## src/rtl/traffic_pkg.sv

```systemverilog
// Shared state encoding and lamp constants for the highway/farm-road traffic controller.
package traffic_pkg;

    typedef enum logic [2:0] {
        S_INIT = 3'd0,
        S_HG   = 3'd1,
        S_HY   = 3'd2,
        S_FG   = 3'd3,
        S_FY   = 3'd4
    } state_t;

    localparam logic [1:0] LAMP_RED    = 2'b00;
    localparam logic [1:0] LAMP_YELLOW = 2'b01;
    localparam logic [1:0] LAMP_GREEN  = 2'b10;

    // {hwy, farm} lamp pair for a state; anything not green/yellow on one road is red on both.
    function automatic logic [3:0] lamp_pair(input state_t s);
        case (s)
            S_HG:    lamp_pair = {LAMP_GREEN,  LAMP_RED};
            S_HY:    lamp_pair = {LAMP_YELLOW, LAMP_RED};
            S_FG:    lamp_pair = {LAMP_RED,    LAMP_GREEN};
            S_FY:    lamp_pair = {LAMP_RED,    LAMP_YELLOW};
            default: lamp_pair = {LAMP_RED,    LAMP_RED};
        endcase
    endfunction

endpackage

```

## src/rtl/traffic_light_controller.sv

```systemverilog
// Highway/farm-road traffic light FSM driving an external long/short timer.
// Optional pedestrian request input is compiled in with macro PED_REQ_EN.
module traffic_light_controller
    import traffic_pkg::*;
#(
    parameter int FARM_EXTEND_MAX = 2
) (
    input  logic       clk,
    input  logic       rst_n,
`ifdef PED_REQ_EN
    input  logic       ped_req,
`endif
    input  logic       car_farm,
    input  logic       Timer_done,
    output logic       Start_LongTimer,
    output logic       Start_ShortTimer,
    output logic [1:0] hwy_light,
    output logic [1:0] farm_light
);

    localparam int EXT_W = (FARM_EXTEND_MAX > 0) ? $clog2(FARM_EXTEND_MAX + 1) : 1;
    localparam logic [EXT_W-1:0] EXT_MAX = EXT_W'(FARM_EXTEND_MAX);

    state_t           state;
    logic             armed;
    logic [EXT_W-1:0] ext_cnt;
    logic             farm_req;
    logic             expire;

    // A Timer_done left over from the previous period is ignored until the new start has been seen.
    assign expire = armed & Timer_done & ~Start_LongTimer & ~Start_ShortTimer;

`ifdef PED_REQ_EN
    logic ped_latch;

    always_ff @(posedge clk or negedge rst_n) begin
        if (!rst_n)
            ped_latch <= 1'b0;
        else if (ped_req)
            ped_latch <= 1'b1;
        else if (state == S_HY && expire)
            ped_latch <= 1'b0;
    end

    assign farm_req = car_farm | ped_latch;
`else
    assign farm_req = car_farm;
`endif

    always_ff @(posedge clk or negedge rst_n) begin
        if (!rst_n) begin
            state                  <= S_INIT;
            armed                  <= 1'b0;
            ext_cnt                <= '0;
            Start_LongTimer        <= 1'b0;
            Start_ShortTimer       <= 1'b0;
            {hwy_light, farm_light} <= {LAMP_RED, LAMP_RED};
        end else begin
            Start_LongTimer  <= 1'b0;
            Start_ShortTimer <= 1'b0;
            armed            <= 1'b1;
            case (state)
                S_INIT: begin
                    state                   <= S_HG;
                    Start_LongTimer         <= 1'b1;
                    armed                   <= 1'b0;
                    {hwy_light, farm_light} <= lamp_pair(S_HG);
                end
                S_HG: if (expire) begin
                    armed <= 1'b0;
                    if (farm_req) begin
                        state                   <= S_HY;
                        Start_ShortTimer        <= 1'b1;
                        {hwy_light, farm_light} <= lamp_pair(S_HY);
                    end else begin
                        Start_LongTimer <= 1'b1;
                    end
                end
                S_HY: if (expire) begin
                    armed                   <= 1'b0;
                    state                   <= S_FG;
                    Start_LongTimer         <= 1'b1;
                    ext_cnt                 <= '0;
                    {hwy_light, farm_light} <= lamp_pair(S_FG);
                end
                S_FG: if (expire) begin
                    armed <= 1'b0;
                    if (car_farm && ext_cnt < EXT_MAX) begin
                        ext_cnt         <= ext_cnt + 1'b1;
                        Start_LongTimer <= 1'b1;
                    end else begin
                        state                   <= S_FY;
                        Start_ShortTimer        <= 1'b1;
                        {hwy_light, farm_light} <= lamp_pair(S_FY);
                    end
                end
                S_FY: if (expire) begin
                    armed                   <= 1'b0;
                    state                   <= S_HG;
                    Start_LongTimer         <= 1'b1;
                    {hwy_light, farm_light} <= lamp_pair(S_HG);
                end
                default: begin
                    state                   <= S_INIT;
                    armed                   <= 1'b0;
                    ext_cnt                 <= '0;
                    {hwy_light, farm_light} <= {LAMP_RED, LAMP_RED};
                end
            endcase
        end
    end

endmodule

```

## config.mk

```make
export PLATFORM = sky130hd
export DESIGN_NAME = traffic_light_controller
export DESIGN_NICKNAME = d
export VERILOG_FILES = /design/src/rtl/traffic_pkg.sv /design/src/rtl/traffic_light_controller.sv
export SDC_FILE = /design/constraint.sdc
export NUM_CORES = 1
export LEC_CHECK = 0
export CELL_PAD_IN_SITES_DETAIL_PLACEMENT = 1
export CELL_PAD_IN_SITES_GLOBAL_PLACEMENT = 1
export CORE_MARGIN = 3
export CORE_UTILIZATION = 42
export CTS_BUF_LIST = sky130_fd_sc_hd__clkbuf_16
export CTS_CLUSTER_SIZE = 25
export DETAILED_ROUTE_END_ITERATION = 10
export HOLD_SLACK_MARGIN = 0.03
export PLACE_DENSITY = 0.77
export SLEW_MARGIN = 20
export SYNTH_ARGS = -nofsm -noshare
export SYNTH_HDL_FRONTEND = slang
export SYNTH_SLANG_ARGS = --single-unit
export TNS_END_PERCENT = 1
```

## constraint.sdc

```tcl
create_clock -name clk -period 4.09 [get_ports clk]
set_clock_uncertainty 0.1 [all_clocks]
set_input_delay 1.0225 -clock clk [delete_from_list [all_inputs] [get_ports clk]]
set_output_delay 1.0225 -clock clk [all_outputs]
set_load 0.005 [all_outputs]
```

Yosys cells after proc, flatten, opt, wreduce, memory -nomap -nowiden
Cells that the tools add are included.
{ "classes": {"n_addsub": 1, "n_lt_le_gt_ge": 1, "n_eq_ne": 11, "n_mux": 35, "n_bitwise": 6, "reduce_logical": 7} }
{ "ops": {"columns": ["op", "n"], "rows": [
  ["$mux 2", 12],
  ["$mux 3", 6],
  ["$pmux 3 s5", 1],
  ["$ne 2x2->1 const B", 7],
  ["$mux 1", 11],
  ["$pmux 2 s5", 1],
  ["$pmux 2 s4", 1],
  ["$eq 3x2->1 const B", 2],
  ["$pmux 2 s3", 1],
  ["$reduce_and 6->1", 1],
  ["$pmux 1 s4", 1],
  ["$reduce_and 4->1", 1],
  ["$reduce_or 4->1", 1],
  ["$and 1x1->1", 3],
  ["$eq 3x1->1 const B", 1],
  ["$eq 3x3->1 const B", 1],
  ["$logic_not 3->1", 1],
  ["$not 1->1", 3],
  ["$reduce_or 3->1", 1],
  ["$add 2x1->2 const B", 1],
  ["$lt 2x2->1 const B", 1],
  ["$pmux 1 s2", 1],
  ["$reduce_or 2->1", 1],
  ["$logic_and 1x1->1", 1]
]} }
{ "word_totals": {"register_bits": 12, "inputBits": 4, "output_inout_bits": 6, "wordCells": 68} }

Longest topological paths before layout
Gate-level depths: netlist (run 1).
{ "logic_depth": {"depth_word": 5, "ltp_mapped": 5, "ltp_nobuf": 4} }

Worst setup path before layout (run 1)
OpenSTA, ideal clock, no wires.
{ "synth_timing": {"path_type": "input to register", "startpoint": "input port Timer_done", "endpoint": "register farm_light[0]", "setup_time_ps": 121, "arrival_time_ps": 1803, "required_ps": 3869, "slack_ps": 2066, "path_stages": 5, "n_path_buf": 1, "cell_sequence": "nand4bb_1 > buf_6 > and2_4 > a32o_2 > o22a_1"} }
{ "synth_via": {"elab_chain_len": 5} }
{ "synth_rtl": {"columns": ["item", "line", "text"], "rows": [
  ["start, declared", "traffic_light_controller.sv:14", "input logic Timer_done,"],
  ["$and 1x1->1 * (3 in series)", "traffic_light_controller.sv:31", "assign expire = armed & Timer_done & ~Start_LongTimer & ~Start_ShortTimer;"],
  ["$ne 2x2->1 (no source line)", null, null],
  ["$reduce_and 6->1 (no source line) *", null, null],
  ["end signal, assigned", "traffic_light_controller.sv:57", "{hwy_light, farm_light} <= {LAMP_RED, LAMP_RED};"],
  ["end signal, assigned", "traffic_light_controller.sv:67", "{hwy_light, farm_light} <= lamp_pair(S_HG);"],
  ["end signal, assigned", "traffic_light_controller.sv:74", "{hwy_light, farm_light} <= lamp_pair(S_HY);"],
  ["end, declared", "traffic_light_controller.sv:18", "output logic [1:0] farm_light"]
]} }
Every way passes the cells marked *; elsewhere a longest branch is shown, timed or not.
A chain may end at the register's enable or synchronous reset.

Worst setup path after layout (run 1)
Same ends and word-level chain as after synthesis.

==> impl_metrics.toml, run 1 <==
[pwr]
ir_drop_v = 0.000464
clock_power_share = 0.275
pwr_density_cell_mw_per_mm2 = 769
sw_frac_of_total = 0.349
power_switching_mw = 0.219
p_comb_frac = 0.372
p_leak_nw = 0.358
p_seq_frac = 0.354
p_int_mw = 0.409

[cells_and_area]
fin_nets = 79
finalCoreUtilization = 0.591
drive_gt1_frac = 0.178
nFillCells = 159
area_growth_syn_to_layout_pct = 23.4
stdcell_count = 88
antenna_cells = 0

[global_route]
grt_overflow = 0
grt_pass1_vias = 588
grt_antenna_before_repair = 0
globalRouteTotalUtil = 0.188
grt_pass1_wl_um = 2750
grt_max_degree = 14

[worst_setup_path]
cp_data_required_time_ns = 4.11
crit_buf_inv = 1
end_kind = "flop"
crit_slowest_cell = "clkdlybuf4s50_1"
crit_fanout = 10
path_delay_family = "simple AND/OR/NAND/NOR gates"
worstSetupStartpointType = "input pin"
slowest_delay_ns = 0.49
crit_path_cell_trace = "clkdlybuf4s50_1, nand4bb_1, and2_4, a32o_2, o22a_1"
arrival_ns = 2.68
crit_type = "in -> reg"

[floorplanning]
dieArea_sq_mm = 0.00209
floorplan.initialDensity = 0.479
core_sq_mm = 0.00138
die_h_um = 45.7
io_pins = 10
die_w_um = 45.7
rows = 13

[run_status]
outcome = "completed"

[synthesis]
yosys.cell_types.count = 35
ys_seq_area_frac = 0.454
synth_cells = 65
yosysWarnings = 0
syn_avg_cell_area_sq_um = 10.2
async_reset_ff_frac = 1.00
synth-main-ff-cell = "dfrtp_1"
ys_seq_elements = 12
syn_nets = 69
synth_edf_count = 0
syn-cell-area_sq_um = 662

[cts]
numCtsBuffers = 3
ctsResizeCount = 0
clock_path_buffers = 2
postCtsSetupRepairBufs = 0
ctsHtreeMaxLevel = 1
cts_tree = "done"
path_clk_slew_ns = 0.04
clock-sinks = 12
cts_root_buf = "clkbuf_16"
cts_hold_buf = 0
clk_latency_ns = 0.23

[place]
dpl.hpwl_um = 1090
place_ws_ns = 1.23
dp.cells = 85
port_buffers = 9
gp_congestion = 0.720

[sta]
period_share = 0.650
hold_viol = 0
setup_viol = 0
holdWs_ns = 0.388
tns_ns = 0
fin_ws_ns = 1.43
finalMaxSlewViolations = 0
period_minus_slack_ns = 2.66
rsz0062_at_grt = "false"
max_clock_freq_mhz = 376
slew_headroom = 0.635
tightest_slew_ns = 0.546

[route]
wire_per_inst_um = 18.4
totalWireLength_um = 1620
dr.pass1.iters = 4
num_vias = 545
drtAntennaViolNets = 0
drc = 0
drt-initial-drc-count = 23
vias_per_cell = 6.19

[worst_hold_path]
hold_class = "reg -> reg"

[flow_run]
max_cap_viol_count = 0
state kept, by name, indices dropped and copies added, names as in the netlist:
signal            flops
Start_LongTimer       1
Start_ShortTimer      1
armed                 1
ext_cnt               2
farm_light            2
hwy_light             2
state                 3
cell families after synthesis:
| kind of cell | count (synthesis) | synth area share |
|---|---|---|
| simple gates | 25 | 0.250 |
| compound gates | 21 | 0.227 |
| flops | 12 | 0.454 |
| buf+inv | 6 | 0.0548 |
| mux | 1 | 0.0151 |
stage by stage:
step,power [mW],instance area [sq um]
after global placement,0.450,742
after global routing,0.678,817
final,0.628,817
after floorplan,0.377,662
after detailed placement,0.456,742
after CTS,0.636,817
final cells by class:
| class | instances | area (sq um) | area share |
|---|---|---|---|
| clock buffer | 3 | 75.1 | 0.0919 |
| inverter | 2 | 7.51 | 0.00919 |
| multi-input combinational | 47 | 325 | 0.398 |
| sequential | 12 | 300 | 0.368 |
| tap | 15 | 18.8 | 0.0230 |
| timing repair buffer | 9 | 90.1 | 0.110 |
path summary, 6_finish.rpt:
| path | start | end | depth (start not counted) | slack (ns) |
|---|---|---|---|---|
| worst max-delay path | Timer_done | farm_light[0] | 5 | 1.43 |
| worst min-delay path | hwy_light[1] | hwy_light[1] | 1 | 0.39 |
| worst max register to register | Start_LongTimer | farm_light[0] | 4 | 2.24 |
| worst min register to register | hwy_light[1] | hwy_light[1] | 1 | 0.39 |
| max in group asynchronous | rst_n | state[2] | 1 | 2.48 |
| min in group asynchronous | rst_n | armed | 1 | 1.05 |
worst register-to-register path, stage by stage (launching register included):
cell and delay, ns:
dfrtp_1 0.39, nand4bb_1 0.48, and2_4 0.36, a32o_2 0.23, o22a_1 0.17
routing by layer:
metal / part of all wire / global-route usage / vias to the layer above
met1: 0.47 / 0.240 / 267
met3: 0.036 / 0.0474 / 7
met5: 0 / 0 / -
met2: 0.46 / 0.279 / 13
li1: - / - / 258
met4: 0.032 / 0.125 / 0
power groups by stage:
stage,clock [mW],sequential (mW),combinational (mW)
CTS,0.177,0.222,0.236
floorplan,0,0.190,0.187
global placement,0,0.220,0.230
finish,0.173,0.222,0.234
global route,0.188,0.231,0.260
detailed placement,0,0.223,0.233
Yosys cell counts, types with 2 or more instances:
cell | instances | area (sq um)
buf_2 | 2 | 10.0
nor3b_1 | 2 | 15.0
o21ai_0 | 4 | 20.0
dfrtp_1 | 12 | 300
o2bb2ai_1 | 2 | 17.5
a21oi_1 | 4 | 20.0
nor2_1 | 5 | 18.8
inv_1 | 2 | 7.51
nand2_1 | 6 | 22.5
placed cells by master, fill, tap and decap left out, types with 2 or more instances in the layout:
cell             instances
dfrtp_1                 12
o21ai_0                  4
clkdlybuf4s50_1          9
nor3b_1                  2
o2bb2ai_1                2
inv_1                    2
nand2_1                  6
nor2_1                   5
clkbuf_16                3
a21oi_1                  4
Note: power is estimated with default switching activity, not from simulation.
==> run 2, diff against run 1 <==
--- a/config.mk
+++ b/config.mk
@@ -8,12 +8,12 @@
 export CELL_PAD_IN_SITES_DETAIL_PLACEMENT = 1
 export CELL_PAD_IN_SITES_GLOBAL_PLACEMENT = 1
 export CORE_MARGIN = 3
-export CORE_UTILIZATION = 42
+export CORE_UTILIZATION = 39
 export CTS_BUF_LIST = sky130_fd_sc_hd__clkbuf_16
 export CTS_CLUSTER_SIZE = 25
 export DETAILED_ROUTE_END_ITERATION = 10
 export HOLD_SLACK_MARGIN = 0.03
-export PLACE_DENSITY = 0.77
+export PLACE_DENSITY = 0.72
 export SLEW_MARGIN = 20
 export SYNTH_ARGS = -nofsm -noshare
 export SYNTH_HDL_FRONTEND = slang
==> constraint.sdc (replaced) <==
create_clock -name clk -period 2.75 [get_ports clk]
set_clock_uncertainty 0.1 [all_clocks]
set_input_delay 0.6875 -clock clk [delete_from_list [all_inputs] [get_ports clk]]
set_output_delay 0.6875 -clock clk [all_outputs]
set_load 0.005 [all_outputs]
==> run 2 against run 1 <==
- total power is 51% higher
- first-iteration DRC count is 70% lower
- via count is 0.92% higher
- sequential share of layout area is 0.55 points lower
- sequential cell count stayed put
- critical path depth stayed put
- worst setup slack worse by 0.84 ns
==> impl_metrics.toml, run 2 (same netlist as run 1, synthesis figures left out) <==
[run_status]
outcome = "completed"

[global_route]
grt_max_degree = 14
grt_pass1_wl_um = 2670
grt_overflow = 0
globalRouteTotalUtil = 0.174
grt_antenna_before_repair = 0
grt_pass1_vias = 573

[pwr]
ir_drop_v = 0.000478
sw_frac_of_total = 0.351
p_int_mw = 0.617
p_comb_frac = 0.374
pwr_density_cell_mw_per_mm2 = 1150
power_switching_mw = 0.334
clock_power_share = 0.284
p_leak_nw = 0.364
p_seq_frac = 0.343

[floorplanning]
floorplan.initialDensity = 0.425
die_h_um = 47.2
io_pins = 10
rows = 14
dieArea_sq_mm = 0.00223
die_w_um = 47.2
core_sq_mm = 0.00156

[place]
place_area_sq_um = 751
dp.cells = 87
gp_congestion = 0.780
dpl.hpwl_um = 1090
port_buffers = 9
place_ws_ns = 0.366

[cells_and_area]
finalCoreUtilization = 0.532
drive_gt1_frac = 0.187
largest_reg_flops = 3
antenna_cells = 0
multiInputGateArea_sq_um = 325
mostFrequentLayoutCell = "dfrtp_1"
area_growth_syn_to_layout_pct = 25.3
stdcell_count = 91
postLayoutCellArea_sq_um = 830
nFillCells = 171
fin_nets = 80
seq_area_sq_um = 300
layout_common_cells = "dfrtp_1, clkdlybuf4s50_1, nand2_1, nor2_1"
regMostFlops = "state"

[sta]
rsz0062_at_grt = "false"
max_clock_freq_mhz = 463
period_minus_slack_ns = 2.16
slew_headroom = 0.639
finalMaxSlewViolations = 0
hold_viol = 0
fin_ws_ns = 0.591
setup_viol = 0
period_share = 0.785
tns_ns = 0
tightest_slew_ns = 0.540

[route]
num_vias = 550
wire_per_inst_um = 17.2
drc = 0
drt-initial-drc-count = 7
vias_per_cell = 6.04
dr.pass1.iters = 3
drtAntennaViolNets = 0
totalWireLength_um = 1560

[worst_setup_path]
rrSetupSlack_ns = 1.13
cp_data_required_time_ns = 2.81
reg2reg_to = "state[0]"
endpoint = "state[0]"
worstReg2RegStart = "state[1]"
rr_worst_depth = 4
worstSetupStartpointType = "input pin"
end_kind = "flop"
worstSetupStartpoint = "car_farm"
crit_type = "in -> reg"
crit_fanout = 7
arrival_ns = 2.22

[cts]
numCtsBuffers = 3
clock-sinks = 12
cts_root_buf = "clkbuf_16"
ctsHtreeMaxLevel = 1
clk_latency_ns = 0.24
path_clk_slew_ns = 0.04
ctsResizeCount = 0
cts_tree = "done"
cts_hold_buf = 0
clock_path_buffers = 2
postCtsSetupRepairBufs = 0

[flow_run]
max_cap_viol_count = 0

[worst_hold_path]
hold_class = "reg -> reg"
min-delay-start = "hwy_light[1]"
## run 2: changes by cell type in the layout (fill, tap and decap cells not counted), sizes merged
cell,delta
buf,+1
clkinv,+1
## run 2: area by class of cell
type / instances / share of cell area
Inverter: 2 / 0.00905
Clock inverter: 1 / 0.00452
Tap cell: 16 / 0.0241
Multi-Input combinational cell: 47 / 0.392
Sequential cell: 12 / 0.362
Clock buffer: 3 / 0.0905
Timing Repair Buffer: 10 / 0.118
## run 2: power groups by stage
stage | combinational [mW] | sequential, mW | clock, mW
floorplan | 0.278 | 0.283 | 0
global placement | 0.350 | 0.329 | 0
detailed placement | 0.353 | 0.326 | 0
CTS | 0.360 | 0.326 | 0.273
global route | 0.400 | 0.341 | 0.284
finish | 0.356 | 0.326 | 0.270
## run 2: metal layers
layer  GRT usage  routed length, um
met5           0                  0
met1       0.235                756
met2       0.266                729
met3      0.0460                 58
met4      0.0663                 19
## run 2: worst min-delay path by stage
stage,to,slack [ns],depth (start not counted)
6_report,hwy_light[1],0.40,1
2_1_floorplan,Start_LongTimer,0.29,0
3_5_place_dp,hwy_light[1],0.39,1
5_1_grt,farm_light[0],0.43,1
4_1_cts,hwy_light[1],0.40,1
3_3_place_gp,hwy_light[1],0.39,1
## run 2: per-stage QoR
stage / power, mW / hold WS, ns
after CTS: 0.959 / 0.400
final: 0.951 / 0.397
after detailed placement: 0.680 / 0.389
after global placement: 0.679 / 0.391
after floorplan: 0.561 / 0.292
after global routing: 1.02 / 0.434
## run 2: critical path, stage by stage
cell and delay, ns:
clkdlybuf4s50_1 0.64, and3b_2 0.29, o21ai_2 0.08, a21oi_2 0.30, mux2i_1 0.23
==> run 3, diff against run 2 <==
==> constraint.sdc (replaced) <==
create_clock -name clk -period 2 [get_ports clk]
set_clock_uncertainty 0.1 [all_clocks]
set_input_delay 0.5 -clock clk [delete_from_list [all_inputs] [get_ports clk]]
set_output_delay 0.5 -clock clk [all_outputs]
set_load 0.005 [all_outputs]
==> run 3 against run 2 <==
- die area did not move
- sequential power grew 40%
- critical endpoint is now farm_light[0]
- critical path type unchanged
- register-to-register slack got worse by 0.76 ns
- sequential cell count unchanged
- total power rose by 42%
- cell count rose by 5.5%
- routed wire length is 15% higher
- via count grew 3.6%
- largest cell class unchanged
- critical path depth up 1
- sequential share of layout area decreased by 1.6 points
- final area rose by 4.5%
- utilization grew 2.4 points
==> impl_metrics.toml, run 3 (same netlist as run 1, synthesis figures left out) <==
[route]
vias_per_cell = 5.94
drtAntennaViolNets = 0
totalWireLength_um = 1790
dr.pass1.iters = 4
drc = 0
num_vias = 570
wire_per_inst_um = 18.7
drt-initial-drc-count = 4

[worst_hold_path]
whs_path_depth = 1
min-delay-start = "hwy_light[1]"
whs_endpoint = "hwy_light[1]"
hold_class = "reg -> reg"

[sta]
tightest_slew_ns = 0.564
hold_viol = 0
period_share = 0.914
max_clock_freq_mhz = 547
finalMaxSlewViolations = 0
setup_viol = 0
slew_headroom = 0.623
period_minus_slack_ns = 1.83
rsz0062_at_grt = "false"

[cells_and_area]
regMostFlops = "state"
postLayoutCellArea_sq_um = 867
antenna_cells = 0
area_growth_syn_to_layout_pct = 31.0
mostFrequentLayoutCell = "dfrtp_1"
largest_reg_flops = 3
drive_gt1_frac = 0.238
stdcell_count = 96
nFillCells = 176
layout_common_cells = "dfrtp_1, clkdlybuf4s50_1, nand2_1, buf_4, nor2_1"
fin_nets = 85

[cts]
ctsResizeCount = 0
cts_root_buf = "clkbuf_16"
clk_latency_ns = 0.24
cts_tree = "done"
clock_path_buffers = 2
numCtsBuffers = 3
cts_hold_buf = 0
clock-sinks = 12
path_clk_slew_ns = 0.04
ctsHtreeMaxLevel = 1
postCtsSetupRepairBufs = 0

[global_route]
grt_pass1_vias = 605
globalRouteTotalUtil = 0.206
grt_pass1_wl_um = 2990
grt_overflow = 0
grt_max_degree = 14
grt_antenna_before_repair = 0

[worst_setup_path]
slowest_delay_ns = 0.48
crit_buf_inv = 2
worstReg2RegStart = "state[0]"
arrival_ns = 1.91
rr_worst_depth = 4
worstSetupStartpointType = "input pin"
crit_slowest_cell = "clkdlybuf4s50_1"
path_delay_family = "buffers and inverters"
crit_fanout = 5
end_kind = "flop"
rrSetupSlack_ns = 0.37
reg2reg_to = "farm_light[0]"
cp_data_required_time_ns = 2.08
crit_path_cell_trace = "clkdlybuf4s50_1, nand4bb_1, buf_4, nor3_4, a32o_2, o22a_1"
crit_type = "in -> reg"

[place]
dpl.hpwl_um = 1210
dp.cells = 92
place_area_sq_um = 788
port_buffers = 9
gp_congestion = 0.797

[run_status]
outcome = "completed"

[flow_run]
max_cap_viol_count = 0

[floorplanning]
rows = 14
core_sq_mm = 0.00156
dieArea_sq_mm = 0.00223
io_pins = 10
die_w_um = 47.2
die_h_um = 47.2
floorplan.initialDensity = 0.425

[pwr]
ir_drop_v = 0.00110
pwr_density_cell_mw_per_mm2 = 1560
p_leak_nw = 0.389
run 3: worst max path at each step:
| stage | startpoint | endpoint | slack [ns] | cells past startpoint |
|---|---|---|---|---|
| 6_report | Timer_done | farm_light[0] | 0.17 | 6 |
| 5_1_grt | Timer_done | Start_ShortTimer | 0.11 | 5 |
| 4_1_cts | Timer_done | farm_light[0] | 0.17 | 6 |
| 3_5_place_dp | Timer_done | farm_light[0] | -0.05 | 6 |
| 3_3_place_gp | Timer_done | ext_cnt[0] | 0.006 | 6 |
| 2_1_floorplan | Timer_done | farm_light[0] | 0.50 | 5 |
run 3: metal layers:
metal,track usage,part of all wire,up-vias
li1,-,-,269
met2,0.285,0.45,14
met5,0,0,-
met1,0.273,0.47,278
met3,0.0690,0.046,9
met4,0.127,0.038,0
run 3: layout make-up:
type,instances,area [sq um],share of cell area
Timing Repair Buffer,15,135,0.156
Inverter,2,7.51,0.00866
Clock buffer,3,75.1,0.0866
Sequential cell,12,300,0.346
Multi-Input combinational cell,47,325,0.375
Tap cell,16,20.0,0.0231
Clock inverter,1,3.75,0.00433
run 3: power breakdown:
part           total, mW  switching, mW  internal, mW
Combinational      0.518          0.245         0.273
Clock              0.376          0.112         0.264
Sequential         0.456          0.123         0.333
run 3: per-stage QoR:
| step | hold slack [ns] | worst slack, ns | setup TNS, ns | util | total power [mW] |
|---|---|---|---|---|---|
| after floorplan | 0.104 | 0.499 | 0 | - | 0.772 |
| after global routing | 0.413 | 0.107 | 0 | 0.556 | 1.45 |
| after detailed placement | 0.384 | -0.0468 | -0.107 | 0.506 | 0.968 |
| after CTS | 0.396 | 0.166 | 0 | 0.556 | 1.36 |
| after global placement | 0.376 | 0.00629 | 0 | 0.506 | 0.950 |
| final | 0.390 | 0.172 | 0 | 0.556 | 1.35 |
